===== src/rtl/fir_decim_output_stage_if.sv =====
// rtl/fir_decim_output_stage_if.sv - sample input and FIFO output handshake bundle
interface fir_decim_output_stage_if #(
  parameter int INPUT_WIDTH  = 26,
  parameter int OUTPUT_WIDTH = 16
);
  logic                    valid_in;
  logic [INPUT_WIDTH-1:0]  din;
  logic                    phase_sync;
  logic                    dout_valid;
  logic                    dout_ready;
  logic [OUTPUT_WIDTH-1:0] dout;

  modport master (
    output valid_in, din, phase_sync, dout_ready,
    input  dout_valid, dout
  );

  modport slave (
    input  valid_in, din, phase_sync, dout_ready,
    output dout_valid, dout
  );
endinterface


===== src/rtl/fir_decim_output_stage.sv =====
// rtl/fir_decim_output_stage.sv - decimate, round, saturate and queue FIR output samples
module fir_decim_output_stage #(
  parameter int INPUT_WIDTH  = 26,
  parameter int OUTPUT_WIDTH = 16,
  parameter int SHIFT        = 10,
  parameter int DECIM        = 4,
  parameter int FIFO_DEPTH   = 4
) (
  input  logic                    clk_i,
  input  logic                    rst_i,
  fir_decim_output_stage_if.slave bus,
  input  logic                    flag_clear_i,
  output logic                    sat_flag_o,
  output logic                    drop_flag_o
);
  localparam int CW = (DECIM > 1) ? $clog2(DECIM) : 1;
  localparam int AW = $clog2(FIFO_DEPTH);
  localparam logic [CW-1:0] LAST_PH = CW'(DECIM - 1);
  localparam logic [CW-1:0] SYNC_PH = CW'(1 % DECIM);
  localparam logic signed [INPUT_WIDTH:0] RND = ((INPUT_WIDTH+1)'(1) << SHIFT) >> 1;
  localparam logic signed [INPUT_WIDTH:0] OMAX =
    {{(INPUT_WIDTH-OUTPUT_WIDTH+2){1'b0}}, {(OUTPUT_WIDTH-1){1'b1}}};
  localparam logic signed [INPUT_WIDTH:0] OMIN =
    {{(INPUT_WIDTH-OUTPUT_WIDTH+2){1'b1}}, {(OUTPUT_WIDTH-1){1'b0}}};

  logic [CW-1:0]           cnt_q, cnt_d;
  logic                    pipe_v_q, pipe_v_d;
  logic [OUTPUT_WIDTH-1:0] pipe_data_q, pipe_data_d;
  logic                    sat_q, sat_d, drop_q, drop_d;
  logic [AW:0]             wptr_q, wptr_d, rptr_q, rptr_d;
  logic [OUTPUT_WIDTH-1:0] mem_q [FIFO_DEPTH];

  logic signed [INPUT_WIDTH:0] sum, rnd;
  logic                    keep, sat_hi, sat_lo;
  logic                    empty, full, pop, push;

  // Round in one extra bit so the half-LSB offset can never wrap.
  always_comb begin
    sum    = $signed({bus.din[INPUT_WIDTH-1], bus.din}) + RND;
    rnd    = sum >>> SHIFT;
    sat_hi = rnd > OMAX;
    sat_lo = rnd < OMIN;
    keep   = bus.valid_in & ((cnt_q == '0) | bus.phase_sync);
  end

  always_comb begin
    cnt_d = cnt_q;
    if (bus.valid_in) begin
      if (bus.phase_sync)      cnt_d = SYNC_PH;
      else if (cnt_q == LAST_PH) cnt_d = '0;
      else                     cnt_d = cnt_q + CW'(1);
    end
    pipe_v_d    = keep;
    pipe_data_d = pipe_data_q;
    if (keep) begin
      if (sat_hi)      pipe_data_d = OMAX[OUTPUT_WIDTH-1:0];
      else if (sat_lo) pipe_data_d = OMIN[OUTPUT_WIDTH-1:0];
      else             pipe_data_d = rnd[OUTPUT_WIDTH-1:0];
    end
  end

  // Full means same slot index with opposite wrap bit.
  always_comb begin
    empty  = (wptr_q == rptr_q);
    full   = (wptr_q[AW] != rptr_q[AW]) && (wptr_q[AW-1:0] == rptr_q[AW-1:0]);
    pop    = ~empty & bus.dout_ready;
    push   = pipe_v_q & (~full | pop);
    wptr_d = wptr_q + (AW+1)'(push);
    rptr_d = rptr_q + (AW+1)'(pop);
    sat_d  = (keep & (sat_hi | sat_lo)) | (sat_q & ~flag_clear_i);
    drop_d = (pipe_v_q & ~push) | (drop_q & ~flag_clear_i);
  end

  always_ff @(posedge clk_i) begin
    if (!rst_i) begin
      cnt_q       <= '0;
      pipe_v_q    <= 1'b0;
      pipe_data_q <= '0;
      sat_q       <= 1'b0;
      drop_q      <= 1'b0;
      wptr_q      <= '0;
      rptr_q      <= '0;
    end else begin
      cnt_q       <= cnt_d;
      pipe_v_q    <= pipe_v_d;
      pipe_data_q <= pipe_data_d;
      sat_q       <= sat_d;
      drop_q      <= drop_d;
      wptr_q      <= wptr_d;
      rptr_q      <= rptr_d;
    end
  end

  always_ff @(posedge clk_i) begin
    if (push) mem_q[wptr_q[AW-1:0]] <= pipe_data_q;
  end

  assign bus.dout_valid = ~empty;
  assign bus.dout       = empty ? '0 : mem_q[rptr_q[AW-1:0]];
  assign sat_flag_o     = sat_q;
  assign drop_flag_o    = drop_q;
endmodule

===== src/flat_wrapper.sv =====
// flat-port wrapper written by rule: the top's interface ports become plain ports
module fir_decim_output_stage_flat 
#(
  parameter int INPUT_WIDTH  = 26,
  parameter int OUTPUT_WIDTH = 16,
  parameter int SHIFT        = 10,
  parameter int DECIM        = 4,
  parameter int FIFO_DEPTH   = 4
)
  (clk_i, rst_i, flag_clear_i, sat_flag_o, drop_flag_o, bus_valid_in, bus_din, bus_phase_sync, bus_dout_ready, bus_dout_valid, bus_dout);
  fir_decim_output_stage_if #(.INPUT_WIDTH(INPUT_WIDTH), .OUTPUT_WIDTH(OUTPUT_WIDTH)) bus_i ();
  input  logic clk_i;
  input  logic rst_i;
  input  logic flag_clear_i;
  output logic sat_flag_o;
  output logic drop_flag_o;
  input wire logic [$bits(bus_i.valid_in)-1:0] bus_valid_in;
  input wire logic [$bits(bus_i.din)-1:0] bus_din;
  input wire logic [$bits(bus_i.phase_sync)-1:0] bus_phase_sync;
  input wire logic [$bits(bus_i.dout_ready)-1:0] bus_dout_ready;
  output wire logic [$bits(bus_i.dout_valid)-1:0] bus_dout_valid;
  output wire logic [$bits(bus_i.dout)-1:0] bus_dout;
  assign bus_i.valid_in = bus_valid_in;
  assign bus_i.din = bus_din;
  assign bus_i.phase_sync = bus_phase_sync;
  assign bus_i.dout_ready = bus_dout_ready;
  assign bus_dout_valid = bus_i.dout_valid;
  assign bus_dout = bus_i.dout;
  fir_decim_output_stage #(.INPUT_WIDTH(INPUT_WIDTH), .OUTPUT_WIDTH(OUTPUT_WIDTH), .SHIFT(SHIFT), .DECIM(DECIM), .FIFO_DEPTH(FIFO_DEPTH)) u_core (.clk_i(clk_i), .rst_i(rst_i), .bus(bus_i), .flag_clear_i(flag_clear_i), .sat_flag_o(sat_flag_o), .drop_flag_o(drop_flag_o));
endmodule

===== config.mk =====
export PLATFORM = sky130hd
export DESIGN_NAME = fir_decim_output_stage_flat
export DESIGN_NICKNAME = d
export VERILOG_FILES = /design/src/rtl/fir_decim_output_stage_if.sv /design/src/rtl/fir_decim_output_stage.sv /design/src/flat_wrapper.sv
export SDC_FILE = /design/constraint.sdc
export NUM_CORES = 1
export LEC_CHECK = 0
export ABC_AREA = 1
export BUFFER_PORTS_ARGS = -buffer_cell sky130_fd_sc_hd__buf_2
export CORE_MARGIN = 2
export CORE_UTILIZATION = 47
export DETAILED_ROUTE_END_ITERATION = 7
export PLACE_DENSITY = 0.67
export SYNTH_ARGS = -nofsm -noshare
export SYNTH_HDL_FRONTEND = slang
export SYNTH_SLANG_ARGS = --single-unit

===== constraint.sdc =====
create_clock -name clk_i -period 3.19 [get_ports clk_i]
set_input_delay 0.319 -clock clk_i [delete_from_list [all_inputs] [get_ports clk_i]]
set_output_delay 0.319 -clock clk_i [all_outputs]
set_load 0.005 [all_outputs]

==> impl_metrics.env <==
export IMPL_outcome="finished clean"
export IMPL_hold_slack_ns=0.220
export IMPL_die_area_um2=9850
export IMPL_grt_pass1_wl_um=13500
export IMPL_dp_hpwl_um=5370
export IMPL_antenna_found_initial=0
export IMPL_antenna_cells=0
export IMPL_yosysWarnings=0
export IMPL_crit_arrival_ns=2.04
export IMPL_postRouteAntennaNets=0
export IMPL_overflow=0
export IMPL_synth_nets=495
export IMPL_slew_limit_headroom=0.316
export IMPL_critPathTopFamily="buffers and inverters"
export IMPL_final_min_clock_period_ns=2.36
export IMPL_cts_root_buf="clkbuf_8"
export IMPL_syn_area_um2=4260
export IMPL_numPortBuffers=41
export IMPL_initial_core_util=0.487
export IMPL_ioPinCount=51
export IMPL_clock_latency_ns=0.35
export IMPL_cp_num_buf_inv=4
export IMPL_ys_types=27
export IMPL_holdPathStages=4
export IMPL_powerDensity_nw_per_um2=511
export IMPL_grt_total_usage=0.171
export IMPL_clkTransAtPathRegs_ns=0.09
export IMPL_yosysSeqAreaShare=0.577
export IMPL_wl_um=7810
export IMPL_h_tree_depth=3
export IMPL_maxSlewViolCount=0
export IMPL_critical_path_class="flip-flop to output port"
export IMPL_core_region_area_um2=8760
export IMPL_first_global_vias=2961
export IMPL_syn_inst=456
export IMPL_period_share=0.739
export IMPL_routedWlPerCell_um=12.8
export IMPL_cts_buffer_depth=2
export IMPL_grt_max_degree=34
export IMPL_power_leakage_uw=0.00211
export IMPL_vias=3043
export IMPL_crit_required_ns=2.87
export IMPL_fmax_ghz=0.424
export IMPL_fillCellCount=810
export IMPL_avgSynthCellArea_um2=9.35
export IMPL_cpMaxStageDelayCell="inv_1"
export IMPL_setup_violations_final=0
export IMPL_path_depth=7
export IMPL_hold_viol_final=0
export IMPL_syn2layout_area_growth_pct=11.5
export IMPL_die_h_um=99.3
export IMPL_fin_tns_setup_ns=0
export IMPL_cts_hold_buf=0
export IMPL_num_rows=34
export IMPL_reg2regPathDepth=7
export IMPL_fin_nets=537
export IMPL_clock_skew_ns=0.0180
export IMPL_maxUsedRoutingLayer="met4"
export IMPL_met3WireLength_um=372
export IMPL_cts_buffers=9
export IMPL_crit_path_frequent_cell="inv_1"
export IMPL_synth_seq_cells=91
export IMPL_drc=0
export IMPL_gp_congestion=0.816
export IMPL_path_cells="inv_1 -> buf_4 -> nor2_1 -> o32ai_1 -> nand2_1 -> inv_1 -> buf_2"
export IMPL_cts_tree="yes"
export IMPL_viasPerCell=4.98
export IMPL_maxCapViolations=0
export IMPL_first_iter_violations=91
export IMPL_post_cts_buffers=0
export IMPL_drt_pass1_iter_count=4
export IMPL_postCtsResizedCells=0
export IMPL_critPathMaxStageDelay_ns=0.40
export IMPL_wirelength_met1_um=3560
export IMPL_irDropWorstVdd_v=0.000202
export IMPL_final_layout_size_suffix_gt1_frac=0.187
export IMPL_rsz0062_at_grt="false"
export IMPL_die_x_um=99.3
export IMPL_path_max_fanout=17
export IMPL_crit_path_end_kind="output port"
export IMPL_route_met2_wl_um=3750
export IMPL_clock_sinks=91
export IMPL_worstMarginPinSlew_ns=1.03
export IMPL_crit_path_start_kind="flip-flop"
export IMPL_hold_path_class="input pin to flip-flop"
==> cells in the final DEF, fill, tap and decap left out, types with 8 or more instances in the layout <==
cell type  instances
nand2_1           75
edfxtp_1          64
xnor2_1            8
dfxtp_1           27
nand3_2           10
clkbuf_8           9
o21ai_0           23
o32ai_1           16
buf_4              8
nand3_1           14
buf_2             41
nor2_1           103
inv_1             56
==> Yosys cell counts (all sizes together) <==
library cell / count / area (um^2)
xor2: 7 / 61.3
ha: 7 / 87.6
nand3: 24 / 170
dfxtp: 27 / 541
nor3: 4 / 20.0
buf: 6 / 51.3
clkinv: 1 / 3.75
nand2: 83 / 337
xnor2: 8 / 70.1
nor3b: 1 / 12.5
o32ai: 16 / 140
edfxtp: 64 / 1920
o211a: 1 / 10.0
o21ai: 24 / 120
a21oi: 3 / 15.0
nand4: 2 / 12.5
clkbuf: 12 / 45.0
nor2: 110 / 435
inv: 56 / 210
==> tightest hold or removal path, stage by stage <==
cell and delay, ns:
buf_2 0.07, inv_1 0.04, nand3_1 0.06, nand2_1 0.04
==> flip-flops by register name (all words and copies together), names as in the netlist <==
signal              cells
u_core.sat_flag_o       1
u_core.rptr_q           3
u_core.mem_q           64
u_core.pipe_data_q     16
u_core.cnt_q            2
u_core.pipe_v_q         1
u_core.wptr_q           3
u_core.drop_flag_o      1
==> where the power goes <==
group / total (uW) / switching [uW] / internal, uW
logic: 402 / 251 / 152
registers: 1350 / 36.4 / 1320
clock network: 674 / 388 / 286
==> through the flow <==
| stage | std cells | worst slack [ns] | power [uW] | instance area, um^2 | util |
|---|---|---|---|---|---|
| 2_1_floorplan | 456 | 0.760 | 1650 | 4260 | - |
| 3_3_place_gp | 595 | 1.14 | 1780 | 4590 | 0.524 |
| 5_1_grt | 611 | 0.601 | 2560 | 4750 | 0.543 |
| 6_report | 611 | 0.831 | 2430 | 4750 | 0.543 |
| 3_5_place_dp | 595 | 1.10 | 1790 | 4590 | 0.524 |
| 4_1_cts | 611 | 0.800 | 2450 | 4750 | 0.543 |
==> final cells by class <==
type,instances,area [um^2],area share
Multi-Input combinational cell,290,1510,0.318
Timing Repair Buffer,49,265,0.0558
Tap cell,108,135,0.0284
Clock inverter,6,38.8,0.00816
Clock buffer,10,128,0.0268
Sequential cell,91,2460,0.518
Inverter,57,214,0.0450
==> per-layer routing <==
metal  GRT usage  up-vias
met4      0.0548        0
met3      0.0344        9
met2       0.293       60
li1            -     1573
met5           0        -
met1       0.219     1401
==> cell families after synthesis <==
| kind of cell | share of synthesized area |
|---|---|
| buffers and inverters | 0.0728 |
| AOI/OAI and AO/OA | 0.0669 |
| DFF | 0.577 |
| adders and majority gates | 0.0205 |
| and+or+nand+nor | 0.232 |
| xor gates and xnor gates | 0.0308 |
==> final timing paths <==
path	startpoint	end	slack [ns]
min reg2reg	u_core.sat_flag_o	u_core.sat_flag_o	0.47
max reg2reg	u_core.wptr_q[1]	u_core.mem_q[3][13]	1.15
min	flag_clear_i	u_core.sat_flag_o	0.22
max	u_core.rptr_q[0]	bus_dout[9]	0.83
Note: power is estimated with default switching activity, not from simulation.
